<file path="src/rtl/i2c_target_regfile.sv">
// I2C target with a byte register file that fabric logic can observe and load in parallel.
// SCL/SDA are synchronized and glitch-filtered; all bus decoding runs on the filtered pair.
module i2c_target_regfile #(
    parameter logic [6:0] TARGET_ADDR = 7'h50,
    parameter int          NUM_REGS    = 16,
    parameter int          FILTER_LEN  = 3
) (
    input  logic                        PCLK,
    input  logic                        PRESETN,
    input  logic                        SCLI,
    input  logic                        SDAI,
    output logic                        SCLO,
    output logic                        SDAO,
    input  logic                        FAB_WE,
    input  logic [$clog2(NUM_REGS)-1:0] FAB_ADDR,
    input  logic [7:0]                  FAB_WDATA,
    output logic [8*NUM_REGS-1:0]       REGS_FLAT,
    output logic                        BUSY,
    output logic                        INT
);
    localparam int PTR_W = $clog2(NUM_REGS);

    localparam logic [3:0] S_IDLE     = 4'd0;
    localparam logic [3:0] S_ADDR     = 4'd1;
    localparam logic [3:0] S_IGNORE   = 4'd2;
    localparam logic [3:0] S_ADDR_ACK = 4'd3;
    localparam logic [3:0] S_PTR      = 4'd4;
    localparam logic [3:0] S_PTR_ACK  = 4'd5;
    localparam logic [3:0] S_WR_DATA  = 4'd6;
    localparam logic [3:0] S_WR_ACK   = 4'd7;
    localparam logic [3:0] S_RD_DATA  = 4'd8;
    localparam logic [3:0] S_RD_ACK   = 4'd9;

    function automatic logic [FILTER_LEN-1:0] hist_shift(input logic [FILTER_LEN-1:0] h,
                                                         input logic b);
        logic [FILTER_LEN:0] t;
        t = {h, b};
        return t[FILTER_LEN-1:0];
    endfunction

    // bit 0 carries SCL, bit 1 carries SDA through every conditioning stage
    logic [1:0]            meta_q, sync_q, filt_q, filt_prev_q, filt_d;
    logic [FILTER_LEN-1:0] hist_scl_q, hist_sda_q, hist_scl_d, hist_sda_d;

    always_comb begin
        hist_scl_d = hist_shift(hist_scl_q, sync_q[0]);
        hist_sda_d = hist_shift(hist_sda_q, sync_q[1]);
        filt_d     = filt_q;
        if (&hist_scl_d)       filt_d[0] = 1'b1;
        else if (~|hist_scl_d) filt_d[0] = 1'b0;
        if (&hist_sda_d)       filt_d[1] = 1'b1;
        else if (~|hist_sda_d) filt_d[1] = 1'b0;
    end

    always_ff @(posedge PCLK or negedge PRESETN) begin
        if (!PRESETN) begin
            meta_q      <= 2'b11;
            sync_q      <= 2'b11;
            hist_scl_q  <= '1;
            hist_sda_q  <= '1;
            filt_q      <= 2'b11;
            filt_prev_q <= 2'b11;
        end else begin
            meta_q      <= {SDAI, SCLI};
            sync_q      <= meta_q;
            hist_scl_q  <= hist_scl_d;
            hist_sda_q  <= hist_sda_d;
            filt_q      <= filt_d;
            filt_prev_q <= filt_q;
        end
    end

    logic scl_rise, scl_fall, scl_hi, start_det, stop_det, sda_in;

    assign sda_in    = filt_q[1];
    assign scl_hi    = filt_q[0] & filt_prev_q[0];
    assign scl_rise  = filt_q[0] & ~filt_prev_q[0];
    assign scl_fall  = ~filt_q[0] & filt_prev_q[0];
    assign start_det = scl_hi & filt_prev_q[1] & ~filt_q[1];
    assign stop_det  = scl_hi & ~filt_prev_q[1] & filt_q[1];

    logic [3:0]            state_q, state_d, bitcnt_q, bitcnt_d;
    logic [7:0]            shift_q, shift_d, rd_byte, i2c_wdata;
    logic [PTR_W-1:0]      ptr_q, ptr_d;
    logic                  rw_q, rw_d, ack_q, ack_d, written_q, written_d;
    logic                  sdao_q, sdao_d, busy_q, busy_d, int_q, int_d, i2c_we;
    logic [8*NUM_REGS-1:0] regs_q, regs_d;

    assign rd_byte   = regs_q[{ptr_q, 3'b000} +: 8];
    assign i2c_wdata = {shift_q[6:0], sda_in};

    always_comb begin
        state_d   = state_q;
        bitcnt_d  = bitcnt_q;
        shift_d   = shift_q;
        ptr_d     = ptr_q;
        rw_d      = rw_q;
        ack_d     = ack_q;
        written_d = written_q;
        sdao_d    = sdao_q;
        busy_d    = busy_q;
        int_d     = 1'b0;
        i2c_we    = 1'b0;
        if (stop_det) begin
            state_d = S_IDLE;
            sdao_d  = 1'b1;
            busy_d  = 1'b0;
            int_d   = written_q;
        end else if (start_det) begin
            state_d   = S_ADDR;
            bitcnt_d  = 4'd0;
            written_d = 1'b0;
            busy_d    = 1'b1;
            sdao_d    = 1'b1;
        end else begin
            case (state_q)
                S_ADDR, S_PTR: begin
                    if (scl_rise) begin
                        shift_d  = {shift_q[6:0], sda_in};
                        bitcnt_d = bitcnt_q + 4'd1;
                    end else if (scl_fall && bitcnt_q == 4'd8) begin
                        if (state_q == S_PTR) begin
                            ptr_d   = shift_q[PTR_W-1:0];
                            sdao_d  = 1'b0;
                            state_d = S_PTR_ACK;
                        end else if (shift_q[7:1] == TARGET_ADDR) begin
                            rw_d    = shift_q[0];
                            sdao_d  = 1'b0;
                            state_d = S_ADDR_ACK;
                        end else begin
                            state_d = S_IGNORE;
                        end
                    end
                end
                S_ADDR_ACK: begin
                    if (scl_fall) begin
                        bitcnt_d = 4'd0;
                        if (rw_q) begin
                            shift_d = rd_byte;
                            sdao_d  = rd_byte[7];
                            state_d = S_RD_DATA;
                        end else begin
                            sdao_d  = 1'b1;
                            state_d = S_PTR;
                        end
                    end
                end
                S_PTR_ACK, S_WR_ACK: begin
                    if (scl_fall) begin
                        sdao_d   = 1'b1;
                        bitcnt_d = 4'd0;
                        state_d  = S_WR_DATA;
                    end
                end
                S_WR_DATA: begin
                    if (scl_rise) begin
                        shift_d  = i2c_wdata;
                        bitcnt_d = bitcnt_q + 4'd1;
                        if (bitcnt_q == 4'd7) begin
                            i2c_we    = 1'b1;
                            written_d = 1'b1;
                            ptr_d     = ptr_q + 1'b1;
                        end
                    end else if (scl_fall && bitcnt_q == 4'd8) begin
                        sdao_d  = 1'b0;
                        state_d = S_WR_ACK;
                    end
                end
                S_RD_DATA: begin
                    // MSB went out on entry; each fall shifts the next bit onto the line
                    if (scl_fall) begin
                        if (bitcnt_q == 4'd7) begin
                            sdao_d   = 1'b1;
                            ptr_d    = ptr_q + 1'b1;
                            bitcnt_d = 4'd0;
                            state_d  = S_RD_ACK;
                        end else begin
                            sdao_d   = shift_q[6];
                            shift_d  = {shift_q[6:0], 1'b0};
                            bitcnt_d = bitcnt_q + 4'd1;
                        end
                    end
                end
                S_RD_ACK: begin
                    if (scl_rise) begin
                        ack_d = sda_in;
                    end else if (scl_fall) begin
                        if (!ack_q) begin
                            shift_d  = rd_byte;
                            sdao_d   = rd_byte[7];
                            bitcnt_d = 4'd0;
                            state_d  = S_RD_DATA;
                        end else begin
                            state_d = S_IGNORE;
                        end
                    end
                end
                default: ;
            endcase
        end
    end

    // fabric write is applied last so it wins a same-register collision
    always_comb begin
        regs_d = regs_q;
        if (i2c_we) regs_d[{ptr_q, 3'b000} +: 8] = i2c_wdata;
        if (FAB_WE) regs_d[{FAB_ADDR, 3'b000} +: 8] = FAB_WDATA;
    end

    always_ff @(posedge PCLK or negedge PRESETN) begin
        if (!PRESETN) begin
            state_q   <= S_IDLE;
            bitcnt_q  <= 4'd0;
            shift_q   <= 8'h00;
            ptr_q     <= '0;
            rw_q      <= 1'b0;
            ack_q     <= 1'b1;
            written_q <= 1'b0;
            sdao_q    <= 1'b1;
            busy_q    <= 1'b0;
            int_q     <= 1'b0;
            regs_q    <= '0;
        end else begin
            state_q   <= state_d;
            bitcnt_q  <= bitcnt_d;
            shift_q   <= shift_d;
            ptr_q     <= ptr_d;
            rw_q      <= rw_d;
            ack_q     <= ack_d;
            written_q <= written_d;
            sdao_q    <= sdao_d;
            busy_q    <= busy_d;
            int_q     <= int_d;
            regs_q    <= regs_d;
        end
    end

    assign SCLO      = 1'b1;
    assign SDAO      = sdao_q;
    assign BUSY      = busy_q;
    assign INT       = int_q;
    assign REGS_FLAT = regs_q;

endmodule

</file>
<file path="config.mk">
export PLATFORM = sky130hd
export DESIGN_NAME = i2c_target_regfile
export DESIGN_NICKNAME = d
export VERILOG_FILES = /design/src/rtl/i2c_target_regfile.sv
export SDC_FILE = /design/constraint.sdc
export NUM_CORES = 1
export LEC_CHECK = 0
export BUFFER_PORTS_ARGS = -buffer_cell sky130_fd_sc_hd__buf_2
export CAP_MARGIN = 30
export CORE_MARGIN = 2
export CORE_UTILIZATION = 55
export DETAILED_ROUTE_END_ITERATION = 10
export GPL_TIMING_DRIVEN = 1
export HOLD_SLACK_MARGIN = 0.05
export PLACE_DENSITY = 0.88
export SYNTH_ARGS = -nofsm -noshare
export SYNTH_HDL_FRONTEND = slang
export SYNTH_SLANG_ARGS = --single-unit
export TNS_END_PERCENT = 50
</file>
<file path="constraint.sdc">
create_clock -name PCLK -period 4.2 [get_ports PCLK]
set_input_delay 0.42 -clock PCLK [delete_from_list [all_inputs] [get_ports PCLK]]
set_output_delay 0.42 -clock PCLK [all_outputs]
set_load 0.005 [all_outputs]
</file>
======== Word level (Yosys, flattened, before mapping) ========
Index checks and enable logic that the tools add are counted.
storage, ports and cells
  output and inout port bits .............. 132
  input port bits ......................... 17
  word-level logic and storage cells ...... 189
  register bits ........................... 166
operators by class
  add/subtract/negate cells ............... 4
  shifts and indexed selects .............. 5
  reduce and logical (&&, ||, !) cells .... 25
  equality and inequality tests ........... 43
  bitwise logic cells ..................... 15
  multiplexer cells ....................... 79
operator list
  cell                                                    count
  bitwise mux 128 bit                                     2
  2-to-1 mux 128 bit                                      2
  variable shift 8 x 9 -> 128 bit (first input constant)  2
  variable part select 8 x 9 -> 128 bit                   2
  variable part select 128 x 8 -> 8 bit                   1
  2-to-1 mux 4 bit                                        28
  2-to-1 mux 8 bit                                        8
  inequality test 4 bit (second input constant)           11
  2-to-1 mux 1 bit                                        33
  case mux 8 bit (4 select lines)                         1
  inequality test 2 bit (second input constant)           13
  case mux 4 bit (6 select lines)                         1
  AND reduction 11 bit                                    2
  equality test 4 x 3 -> 1 bit (second input constant)    5
  negation 7 -> 9 bit                                     2
  case mux 4 bit (4 select lines)                         1
  AND reduction 8 bit                                     2
  equality test 4 bit (second input constant)             3
  inequality test 3 bit (second input constant)           4
  case mux 4 bit (3 select lines)                         1
  AND reduction 12 bit                                    1
  OR reduction 3 bit                                      4
  adder 4 x 1 -> 4 bit (second input constant)            2
  NOT 1 bit                                               8
  19 further kinds                                        32

======== Depth between registers and ports, before layout ========
Gate-level depths: netlist of run 1.
  depth after elaboration ................. 9
  mapped depth ............................ 11
  depth with buffers taken out ............ 7

======== Worst setup path before layout of run 1 ========
OpenSTA, ideal clock, no wires.
  path type ............................... reg2reg
  from .................................... register ptr_q[0]
  to ...................................... register regs_q[80] (netlist: REGS_FLAT[80])
  setup time .............................. 125 ps
  stages on the path, launching flop included .. 11
  data required time ...................... 4075 ps
  buffers on the path ..................... 3
  setup slack ............................. 1048 ps
  clock period less this slack ............ 3152 ps
  data arrival time ....................... 3027 ps
  path through ............................ dfrtp_1 -> buf_2 -> buf_2 -> buf_2 -> inv_1 -> ha_1 -> xor2_1 -> nor4_4 -> nand3_2 -> mux2_1 -> mux2_2
on the way
  cells in the longest elaborated chain, start to end .. 6
  elaborated cells on any way between the ends .. 7
  those cells by class .................... add/sub (1); shift (2); mux (4)
ends and longest elaborated chain
  item                                                                                             RTL line  text
  from (decl)                                                                                      84        logic [PTR_W-1:0] ptr_q, ptr_d;
  from (signal assigned)                                                                           227       ptr_q <= ptr_d;
  negation 7 -> 9 bit *                                                                            206       if (i2c_we) regs_d[{ptr_q, 3'b000} +: 8] = i2c_wdata;
  variable part select 8 x 9 -> 128 bit / variable shift 8 x 9 -> 128 bit (equally long branches)  206
  bitwise mux 128 bit *                                                                            206
  2-to-1 mux 128 bit *                                                                             206
  bitwise mux 128 bit                                                                              207       if (FAB_WE) regs_d[{FAB_ADDR, 3'b000} +: 8] = FAB_WDATA;
  2-to-1 mux 128 bit *                                                                             207
  named net regs_d[80]                                                                             87        logic [8*NUM_REGS-1:0] regs_q, regs_d;
  to (signal assigned)                                                                             234       regs_q <= regs_d;
  to (decl)                                                                                        87
The timed path passes the listed nets; every way through them passes the cells marked *.
A chain may end at the register's enable or synchronous reset.

======== Final worst setup path of run 1 ========
  from .................................... register ptr_q[2]
  to ...................................... register regs_q[30] (netlist: REGS_FLAT[30])
Same word-level chain as after synthesis.

==> results of run 1 <==
sequential cells by signal (all words and copies together) (netlist names):
signal	flops
written_q	1
rw_q	1
filt_q	2
BUSY	1
sync_q	2
state_q	4
filt_prev_q	2
bitcnt_q	4
ack_q	1
meta_q	2
ptr_q	4
hist_scl_q	2
INT	1
hist_sda_q	2
SDAO	1
REGS_FLAT	128
shift_q	8
through the flow:
stage                     area (µm²)  hold WS, ns  total power [mW]  setup slack [ns]
after floorplan                10100        0.124              4.46              1.05
after global placement         11000        0.347              5.57              1.30
after detailed placement       11000        0.256              5.68              1.13
after CTS                      11600       0.0746              7.28              1.03
after global routing           11600       0.0729              7.67             0.925
final                          11600       0.0836              7.42              1.02
cells in the mapped netlist (all sizes together), types with 4 or more instances:
cell type	n	area, µm²
dfrtp	152	3800
mux2i	121	1210
a21oi	88	440
mux2	68	766
clkbuf	52	195
nand2	51	191
and2	37	231
nand3	36	225
mux4	35	788
nor2	27	101
o21ai	25	125
and3	18	113
nor3	18	100
inv	15	56.3
dfstp	14	368
buf	13	61.3
a22o	12	105
ha	10	125
nor2b	10	62.6
a21o	9	67.6
a31oi	9	56.3
a221o	8	80.1
nand4	8	50.1
nand2b	6	37.5
a211oi	5	37.5
nand3b	5	37.5
nor3b	5	37.5
or3b	5	43.8
xnor2	5	43.8
a221oi	4	35.0
a32oi	4	35.0
worst reg2reg max path, cell delays in order (launching register included):
cell	delay, ns
dfrtp_1	0.82
nor3_1	0.19
xnor2_1	0.75
nand3_1	0.74
mux2i_1	0.40
mux2i_1	0.13
worst max path at each step:
stage	endpoint	slack (ns)	depth (start not counted)
after floorplan	REGS_FLAT[80]	1.05	10
after global placement	REGS_FLAT[115]	1.30	7
after detailed placement	REGS_FLAT[30]	1.13	6
after CTS	REGS_FLAT[117]	1.03	6
after global routing	REGS_FLAT[95]	0.92	5
final	REGS_FLAT[30]	1.02	5
per-layer routing:
metal  routed length [µm]  vias to the layer above  share of wire, %  track usage, %
li1                     -                     3718                 -               -
met1                12000                     4445                36            43.1
met2                15800                      792                47            54.6
met3                 3750                      187                11            8.43
met4                 2010                        0               6.0            18.5
met5                    0                        -                 0               0
cell families after synthesis:
| group | share of synthesized area (%) |
|---|---|
| compound gates | 12.8 |
| mux | 27.3 |
| other cells | 0.0371 |
| xor+xnor | 0.606 |
| buf+inv | 3.09 |
| fa+ha+maj | 1.24 |
| simple gates | 13.6 |
| flops | 41.3 |
power by group through the flow:
stage          combinational (mW)  sequential [mW]  clock, mW
6_report                     3.14             2.71       1.57
4_1_cts                      3.06             2.65       1.57
2_1_floorplan                2.09             2.37          0
3_3_place_gp                 2.91             2.65          0
3_5_place_dp                 3.01             2.67          0
5_1_grt                      3.31             2.72       1.64
final cells by class:
class                           count  area (µm²)  area share (%)
Inverter                           15        56.3           0.485
Clock buffer                       18         439            3.78
Sequential cell                   166        4170            36.0
Multi-Input combinational cell    682        5630            48.5
Timing Repair Buffer              162         882            7.60
Clock inverter                     14         140            1.21
Tap cell                          229         287            2.47
==> impl_metrics.py, run 1 <==
metrics = {
    "final_layout": {
        "post_route_cells_drive_above_1_share_pct": 31.3,
        "layout.nets": 1071,
        "antennaDiodeCount": 0,
        "final_util_pct": 64.4,
        "instances_no_fill": 1286,
        "areaGrowthSynthToFinish_pct": 14.8,
        "final_cell_mix": "151 x dfrtp_1, 146 x buf_2, 121 x mux2i_1, 88 x a21oi_1, 63 x mux2_2",
        "fillers": 1321,
        "mostFrequentLayoutCell": "dfrtp_1",
    },
    "worst_setup_path": {
        "cp_top_family": "simple AND/OR/NAND/NOR gates",
        "critPathKind": "reg2reg",
        "end_kind": "flip-flop",
        "cp_data_required_time_ns": 4.49,
        "cp-startpoint": "ptr_q[2]",
        "crit_chain": "nor3_1 -> xnor2_1 -> nand3_1 -> mux2i_1 -> mux2i_1",
        "r2r-start": "ptr_q[2]",
        "r2r-end": "REGS_FLAT[30]",
        "critPathArrivalTime_ns": 3.47,
        "slowest_delay_ns": 0.82,
        "cp_common_cell": "mux2i_1",
        "rrSetupSlack_ns": 1.02,
        "cp_slowest_cell": "dfrtp_1",
        "start_kind": "flip-flop",
        "cp_max_fo": 20,
        "path_buf_inv": 0,
        "reg2reg_depth": 5,
    },
    "sta": {
        "drv_slew": 0,
        "rsz0062_at_grt": "false",
        "final.min_clock_period_ns": 3.18,
        "finalSetupViolations": 0,
        "setup_tns_ns": 0,
        "slew_headroom_pct": 30.7,
        "clock.fmax_mhz": 314,
        "skew_ns": 0.0121,
        "hold_viol_final": 0,
        "layout_worst_path_cycle_share_pct": 75.7,
        "tightest_slew_ns": 1.04,
    },
    "cts": {
        "h-tree-depth": 4,
        "postCtsSetupBuffers": 0,
        "cts_tree": "built",
        "cts_resized": 0,
        "cts.sinks": 166,
        "cts_max_path_buffers": 2,
        "numCtsBuffers": 17,
        "clkTransAtPathRegs_ns": 0.07,
        "cts_hold_buf": 1,
        "cts_root_buf": "clkbuf_16",
        "worstSkewPairLatency_ns": 0.44,
    },
    "die": {
        "coreArea_mm2": 0.0180,
        "start_util_pct": 56.1,
        "fp.dieH_um": 140,
        "num_rows": 49,
        "dieArea_mm2": 0.0195,
        "dieWidth_um": 140,
        "ios": 149,
    },
    "route": {
        "drc_errors": 0,
        "postRouteAntennaNets": 0,
        "vias": 9142,
        "drt-wirelength-per-cell_um": 26.1,
        "viasPerCell": 7.11,
        "wl_um": 33500,
        "firstDrtPassIters": 5,
        "drtIter0Drc": 1235,
    },
    "logic_synthesis": {
        "async_flop_share_pct": 100,
        "yosysSeqAreaShare_pct": 41.3,
        "synth_ff_type": "dfrtp_1",
        "yosysUniqueCellTypes": 72,
        "ys_ff_latch": 166,
        "synth_cells": 928,
        "synth_area_per_cell_um2": 10.9,
        "yosys_warnings": 0,
        "syn_nets": 955,
        "synth_area_mm2": 0.0101,
        "synth-edff-count": 0,
    },
    "run": {
        "cap_violations": 0,
    },
    "worst_hold_path": {
        "holdCritStartpoint": "SDAI",
        "hold_end": "meta_q[1]",
        "whs_path_depth": 1,
        "min_path_type": "in2reg",
    },
    "global_route": {
        "antenna_found_initial": 0,
        "grt_start_max_net_pins": 98,
        "grt_pass1_vias": 8782,
        "overflow": 0,
        "grt.total_usage_pct": 34.2,
        "grt_pass1_wl_um": 51400,
    },
    "pwr": {
        "internal-power_mw": 4.34,
        "power_frac_seq_pct": 36.5,
        "p_per_area_mw_per_mm2": 640,
        "power_frac_clock_pct": 21.2,
        "p_switching_mw": 3.08,
        "switching_share_pct": 41.5,
        "peakVddDrop_v": 0.000425,
        "p_leak_nw": 5.68,
        "power_frac_comb_pct": 42.3,
    },
    "placed_design": {
        "dp_hpwl_um": 22800,
        "dpl.cell_count": 1251,
        "gp_congestion": 1.02,
        "io_buffers": 147,
    },
    "outcome": {
        "outcome": "finished, final reports clean",
    },
}
Note: power is estimated with default switching activity, not from simulation.
==> run 2, diff against run 1 <==
CORE_UTILIZATION = 53   (was 55)
PLACE_DENSITY = 0.89   (was 0.88)
clock period = 2.57 ns   (was 4.2 ns; I/O delays follow)
==> run 2 against run 1 <==
First-iteration DRC count decreased by 22%. Die area rose by 3.7%. Worst setup slack worse by 0.98 ns. Maximum frequency rose by 26%. Highest routed layer unchanged. Global-route usage is 1.2 points higher. Combinational power is 90% higher. Critical path type unchanged. Wire length up 5.0%. Total power increased by 72%. Non-clock buffer count is 57 higher. Worst hold slack better by 0.16 ns. Clock-buffer cell count is the same.
==> impl_metrics.py, run 2 (synthesis gave the netlist of run 1 again) <==
metrics = {
    "worst_setup_path": {
        "start_kind": "flip-flop",
        "slowest_delay_ns": 0.54,
        "critPathKind": "reg2reg",
        "reg2reg_depth": 6,
        "path_buf_inv": 1,
        "cp_data_required_time_ns": 2.89,
        "r2r-end": "REGS_FLAT[80]",
        "cp_max_fo": 38,
        "crit_chain": "buf_12 -> nor3_2 -> xnor2_1 -> nand3_2 -> mux2_1 -> mux2_2",
        "r2r-start": "ptr_q[1]",
        "cp_slowest_cell": "xnor2_1",
        "rrSetupSlack_ns": 0.04,
        "end_kind": "flip-flop",
        "critPathArrivalTime_ns": 2.85,
        "cp_top_family": "multiplexers",
    },
    "route": {
        "drt-wirelength-per-cell_um": 26.1,
        "dr_wl_met3_um": 4080,
        "dr_wl_met2_um": 16300,
        "viasPerCell": 6.97,
        "postRouteAntennaNets": 0,
        "top_layer_used": "met4",
        "firstDrtPassIters": 5,
        "wl_um": 35200,
        "drc_errors": 0,
        "wl_met1_um": 12300,
        "vias": 9392,
        "drtIter0Drc": 960,
    },
    "sta": {
        "clock.fmax_mhz": 396,
        "skew_ns": 0.0166,
        "final.min_clock_period_ns": 2.53,
        "drv_slew": 0,
        "hold_viol_final": 0,
        "fin_ws_ns": 0.0440,
        "layout_worst_path_cycle_share_pct": 98.3,
        "slew_headroom_pct": 44.8,
        "timing.hold.ws_ns": 0.245,
        "finalSetupViolations": 0,
        "tightest_slew_ns": 0.828,
        "setup_tns_ns": 0,
    },
    "die": {
        "dieArea_mm2": 0.0202,
        "start_util_pct": 54.1,
        "num_rows": 50,
        "ios": 149,
        "coreArea_mm2": 0.0187,
        "fp.dieH_um": 142,
        "dieWidth_um": 142,
    },
    "global_route": {
        "grt.total_usage_pct": 35.4,
        "antenna_found_initial": 0,
        "grt_pass1_vias": 9180,
        "grt_pass1_wl_um": 53800,
        "grt_start_max_net_pins": 74,
        "overflow": 0,
    },
    "pwr": {
        "internal-power_mw": 7.38,
        "p_leak_nw": 6.01,
        "switching_share_pct": 42.2,
        "peakVddDrop_v": 0.000954,
        "power_frac_clock_pct": 20.3,
        "power_frac_seq_pct": 33.0,
        "power_frac_comb_pct": 46.7,
        "p_switching_mw": 5.39,
        "p_per_area_mw_per_mm2": 1050,
    },
    "final_layout": {
        "final_util_pct": 65.2,
        "post_route_cells_drive_above_1_share_pct": 35.3,
        "antennaDiodeCount": 0,
        "areaGrowthSynthToFinish_pct": 20.6,
        "finalInstanceArea_mm2": 0.0122,
        "largest_reg_flops": 128,
        "layout.nets": 1128,
        "fillers": 1301,
        "final_cell_mix": "151 x dfrtp_1, 146 x buf_2, 121 x mux2i_1, 88 x a21oi_1, 63 x mux2_2",
        "mostFrequentLayoutCell": "dfrtp_1",
    },
    "worst_hold_path": {
        "hold_end": "REGS_FLAT[65]",
        "holdCritStartpoint": "FAB_WDATA[1]",
        "whs_path_depth": 3,
        "min_path_type": "in2reg",
    },
    "outcome": {
        "outcome": "finished, final reports clean",
    },
    "placed_design": {
        "io_buffers": 147,
        "dp_hpwl_um": 24100,
        "preCtsSetupSlack_ns": 0.0837,
        "place_area_mm2": 0.0115,
        "gp_congestion": 0.978,
    },
    "cts": {
        "cts_root_buf": "clkbuf_16",
        "worstSkewPairLatency_ns": 0.44,
        "numCtsBuffers": 17,
        "cts_max_path_buffers": 2,
        "clkTransAtPathRegs_ns": 0.08,
        "cts_tree": "built",
        "cts.sinks": 166,
        "h-tree-depth": 4,
    },
    "run": {
        "cap_violations": 0,
    },
}
-- run 2: cell types whose count changed in the layout (fill, tap and decap cells not counted), sizes merged --
cell | previous run | this run
dlygate4sd3 | 1 | 3
bufinv | 1 | 0
clkbuf | 19 | 18
buf | 160 | 216
clkinvlp | 4 | 1
inv | 21 | 25
-- run 2: what timing repair did --
action                                  in CTS  in global routing
setup buffers                                0                  0
endpoints found under the setup margin       8                 34
gates resized for setup                      1                  5
pin swaps                                    0                  1
hold buffers                                 3                  0
endpoints found under the hold margin       33                  0
-- run 2: worst min-delay path, cell delays in order --
cell and delay [ns]:
buf_2 0.22, nand2_1 0.09, o21ai_0 0.07
-- run 2: area by class of cell --
type / count / area [µm²] / share of cell area [%]
sequential: 166 / 4170 / 34.2
clock inverter: 14 / 149 / 1.22
multi-input combinational: 682 / 5710 / 46.8
clock buffer: 18 / 439 / 3.60
tap: 234 / 293 / 2.40
inverter: 15 / 61.3 / 0.503
timing repair buffer: 219 / 1370 / 11.2
-- run 2: worst max-delay path by stage --
stage	startpoint	end	slack [ns]	cells after the start
2_1_floorplan	ptr_q[0]	REGS_FLAT[48]	-0.07	10
3_3_place_gp	filt_q[0]	REGS_FLAT[55]	0.16	7
3_5_place_dp	filt_q[0]	REGS_FLAT[53]	0.08	7
4_1_cts	ptr_q[1]	REGS_FLAT[80]	0.03	6
5_1_grt	filt_q[0]	REGS_FLAT[119]	-0.0009	6
6_report	ptr_q[1]	REGS_FLAT[80]	0.04	6
-- run 2: routing by layer --
layer / track usage (%) / vias to the layer above
met5: 0 / -
li1: - / 3839
met1: 44.4 / 4559
met4: 23.2 / 0
met2: 54.6 / 793
met3: 8.78 / 201
-- run 2: power groups by stage --
stage	Clock (mW)	Combinational (mW)	Sequential, mW
global route	2.69	6.25	4.25
CTS	2.59	5.78	4.14
global placement	0	5.49	4.14
floorplan	0	3.58	3.88
detailed placement	0	5.65	4.17
finish	2.59	5.97	4.22
-- run 2: metrics by stage --
stage                     total power [mW]  instances
after CTS                             12.5       1348
final                                 12.8       1348
after global routing                  13.2       1348
after detailed placement              9.82       1313
after global placement                9.63       1313
after floorplan                       7.45        928
==> run 3, diff against run 2 <==
BUFFER_PORTS_ARGS = default   (was -buffer_cell sky130_fd_sc_hd__buf_2)
CORE_UTILIZATION = 55   (was 53)
DONT_BUFFER_PORTS = 1   (was default)
PLACE_DENSITY = 0.84   (was 0.89)
==> run 3 against run 2 <==
Wire length down 2.6%. Register-to-register slack about the same. Die area shrank 3.5%. Worst setup slack improved by 0.014 ns. Combinational power fell by 13%. Total power decreased by 4.5%. Non-clock buffer count is 135 lower. Sequential cell count did not move. Cell count decreased by 10%. The flow now finishes with violations (hold timing).
==> impl_metrics.py, run 3 (synthesis gave the netlist of run 1 again) <==
metrics = {
    "outcome": {
        "outcome": "complete, but fails checks",
        "violations": "hold timing",
    },
    "global_route": {
        "antenna_found_initial": 0,
        "grt_start_max_net_pins": 167,
        "grt.total_usage_pct": 34.9,
        "grt_pass1_vias": 8891,
        "overflow": 0,
        "grt_pass1_wl_um": 51900,
    },
    "die": {
        "num_rows": 49,
        "start_util_pct": 56.1,
        "dieWidth_um": 140,
        "coreArea_mm2": 0.0180,
        "dieArea_mm2": 0.0195,
        "ios": 149,
        "fp.dieH_um": 140,
    },
    "route": {
        "vias": 8711,
        "viasPerCell": 7.21,
        "drc_errors": 0,
        "drtIter0Drc": 1076,
        "wl_um": 34300,
        "postRouteAntennaNets": 0,
        "drt-wirelength-per-cell_um": 28.4,
        "firstDrtPassIters": 5,
    },
    "cts": {
        "worstSkewPairLatency_ns": 0.44,
        "clkTransAtPathRegs_ns": 0.07,
        "cts_hold_buf": 12,
        "h-tree-depth": 4,
        "cts_root_buf": "clkbuf_16",
        "numCtsBuffers": 17,
        "cts_max_path_buffers": 2,
        "cts.sinks": 166,
        "postCtsSetupBuffers": 0,
        "cts_tree": "built",
    },
    "worst_setup_path": {
        "end_kind": "flip-flop",
        "path_buf_inv": 1,
        "r2r-start": "filt_q[0]",
        "start_kind": "flip-flop",
        "cp_data_required_time_ns": 2.89,
        "cp_common_cell": "mux2_2",
        "slowest_delay_ns": 0.53,
        "cp_slowest_cell": "dfstp_2",
        "critPathKind": "reg2reg",
        "cp_top_family": "simple AND/OR/NAND/NOR gates",
        "rrSetupSlack_ns": 0.06,
        "critPathArrivalTime_ns": 2.83,
        "crit_chain": "or3b_1 -> nor4_4 -> buf_4 -> nand3_2 -> mux2_2 -> mux2_2",
        "r2r-end": "REGS_FLAT[96]",
        "cp_max_fo": 8,
        "reg2reg_depth": 6,
    },
    "worst_hold_path": {
        "min_path_type": "in2async",
    },
    "sta": {
        "timing.hold.ws_ns": -0.483,
        "skew_ns": 0.0137,
        "hold_viol_final": 166,
        "rsz0062_at_grt": "true",
        "drv_slew": 0,
        "final.min_clock_period_ns": 2.51,
        "clock.fmax_mhz": 398,
        "finalSetupViolations": 0,
        "tightest_slew_ns": 1.00,
        "layout_worst_path_cycle_share_pct": 97.7,
        "slew_headroom_pct": 33.0,
    },
    "placed_design": {
        "dp_hpwl_um": 23200,
        "place_area_mm2": 0.0107,
        "dpl.cell_count": 1164,
        "io_buffers": 0,
        "gp_congestion": 0.969,
    },
    "final_layout": {
        "largest_reg_flops": 128,
        "mostFrequentLayoutCell": "dfrtp_1",
        "final_cell_mix": "151 x dfrtp_1, 121 x mux2i_1, 88 x a21oi_1, 71 x buf_4, 63 x mux2_2",
        "areaGrowthSynthToFinish_pct": 13.7,
        "layout.nets": 993,
        "finalInstanceArea_mm2": 0.0115,
        "instances_no_fill": 1209,
        "post_route_cells_drive_above_1_share_pct": 25.1,
        "final_util_pct": 63.8,
    },
    "pwr": {
        "p_per_area_mw_per_mm2": 1060,
        "fin_total_pwr_mw": 12.2,
        "peakVddDrop_v": 0.000669,
        "p_leak_nw": 5.44,
    },
    "run": {
        "cap_violations": 0,
    },
}
[run 3: repair_timing]
action,in CTS,in global routing
resized for setup,0,3
setup endpoints to repair,0,17
endpoints found under the hold margin,285,166
[run 3: cell type report]
cell class	count	area, µm²
Fill cell	1368	6530
Multi-Input combinational cell	682	5700
Sequential cell	166	4170
Timing Repair Buffer	84	673
Clock buffer	19	443
Tap cell	229	287
Clock inverter	13	158
Inverter	15	61.3
Antenna cell	1	2.50
[run 3: power by group]
group | internal [mW] | switching, mW
Clock | 1.49 | 1.19
Sequential | 3.33 | 0.998
Combinational | 2.34 | 2.85
Total | 7.16 | 5.04
[run 3: through the flow]
step	TNS [ns]	hold slack [ns]	setup WS [ns]
floorplan	-0.655	-0.0386	-0.0714
global placement	0	-0.0317	0.179
detailed placement	0	-0.0318	0.0951
CTS	0	-0.489	0.0794
global route	-0.173	-0.498	-0.0303
finish	0	-0.483	0.0581
[run 3: layer usage]
metal  routed length, µm  track usage [%]  up-vias  part of all wire [%]
met5                   0                0        -                     0
met3                4140             12.0      168                    12
met1               12000             41.5     4257                    35
li1                    -                -     3582                     -
met2               16000             55.5      704                    47
met4                2160             20.1        0                   6.3
[run 3: worst max-delay path by stage]
stage | cells past startpoint | slack (ns) | start | to
floorplan | 10 | -0.07 | ptr_q[0] | REGS_FLAT[48]
global placement | 6 | 0.18 | filt_q[0] | REGS_FLAT[99]
detailed placement | 6 | 0.1 | filt_q[0] | REGS_FLAT[96]
CTS | 6 | 0.08 | filt_q[0] | REGS_FLAT[18]
global route | 7 | -0.03 | filt_q[0] | REGS_FLAT[119]
finish | 6 | 0.06 | filt_q[0] | REGS_FLAT[96]
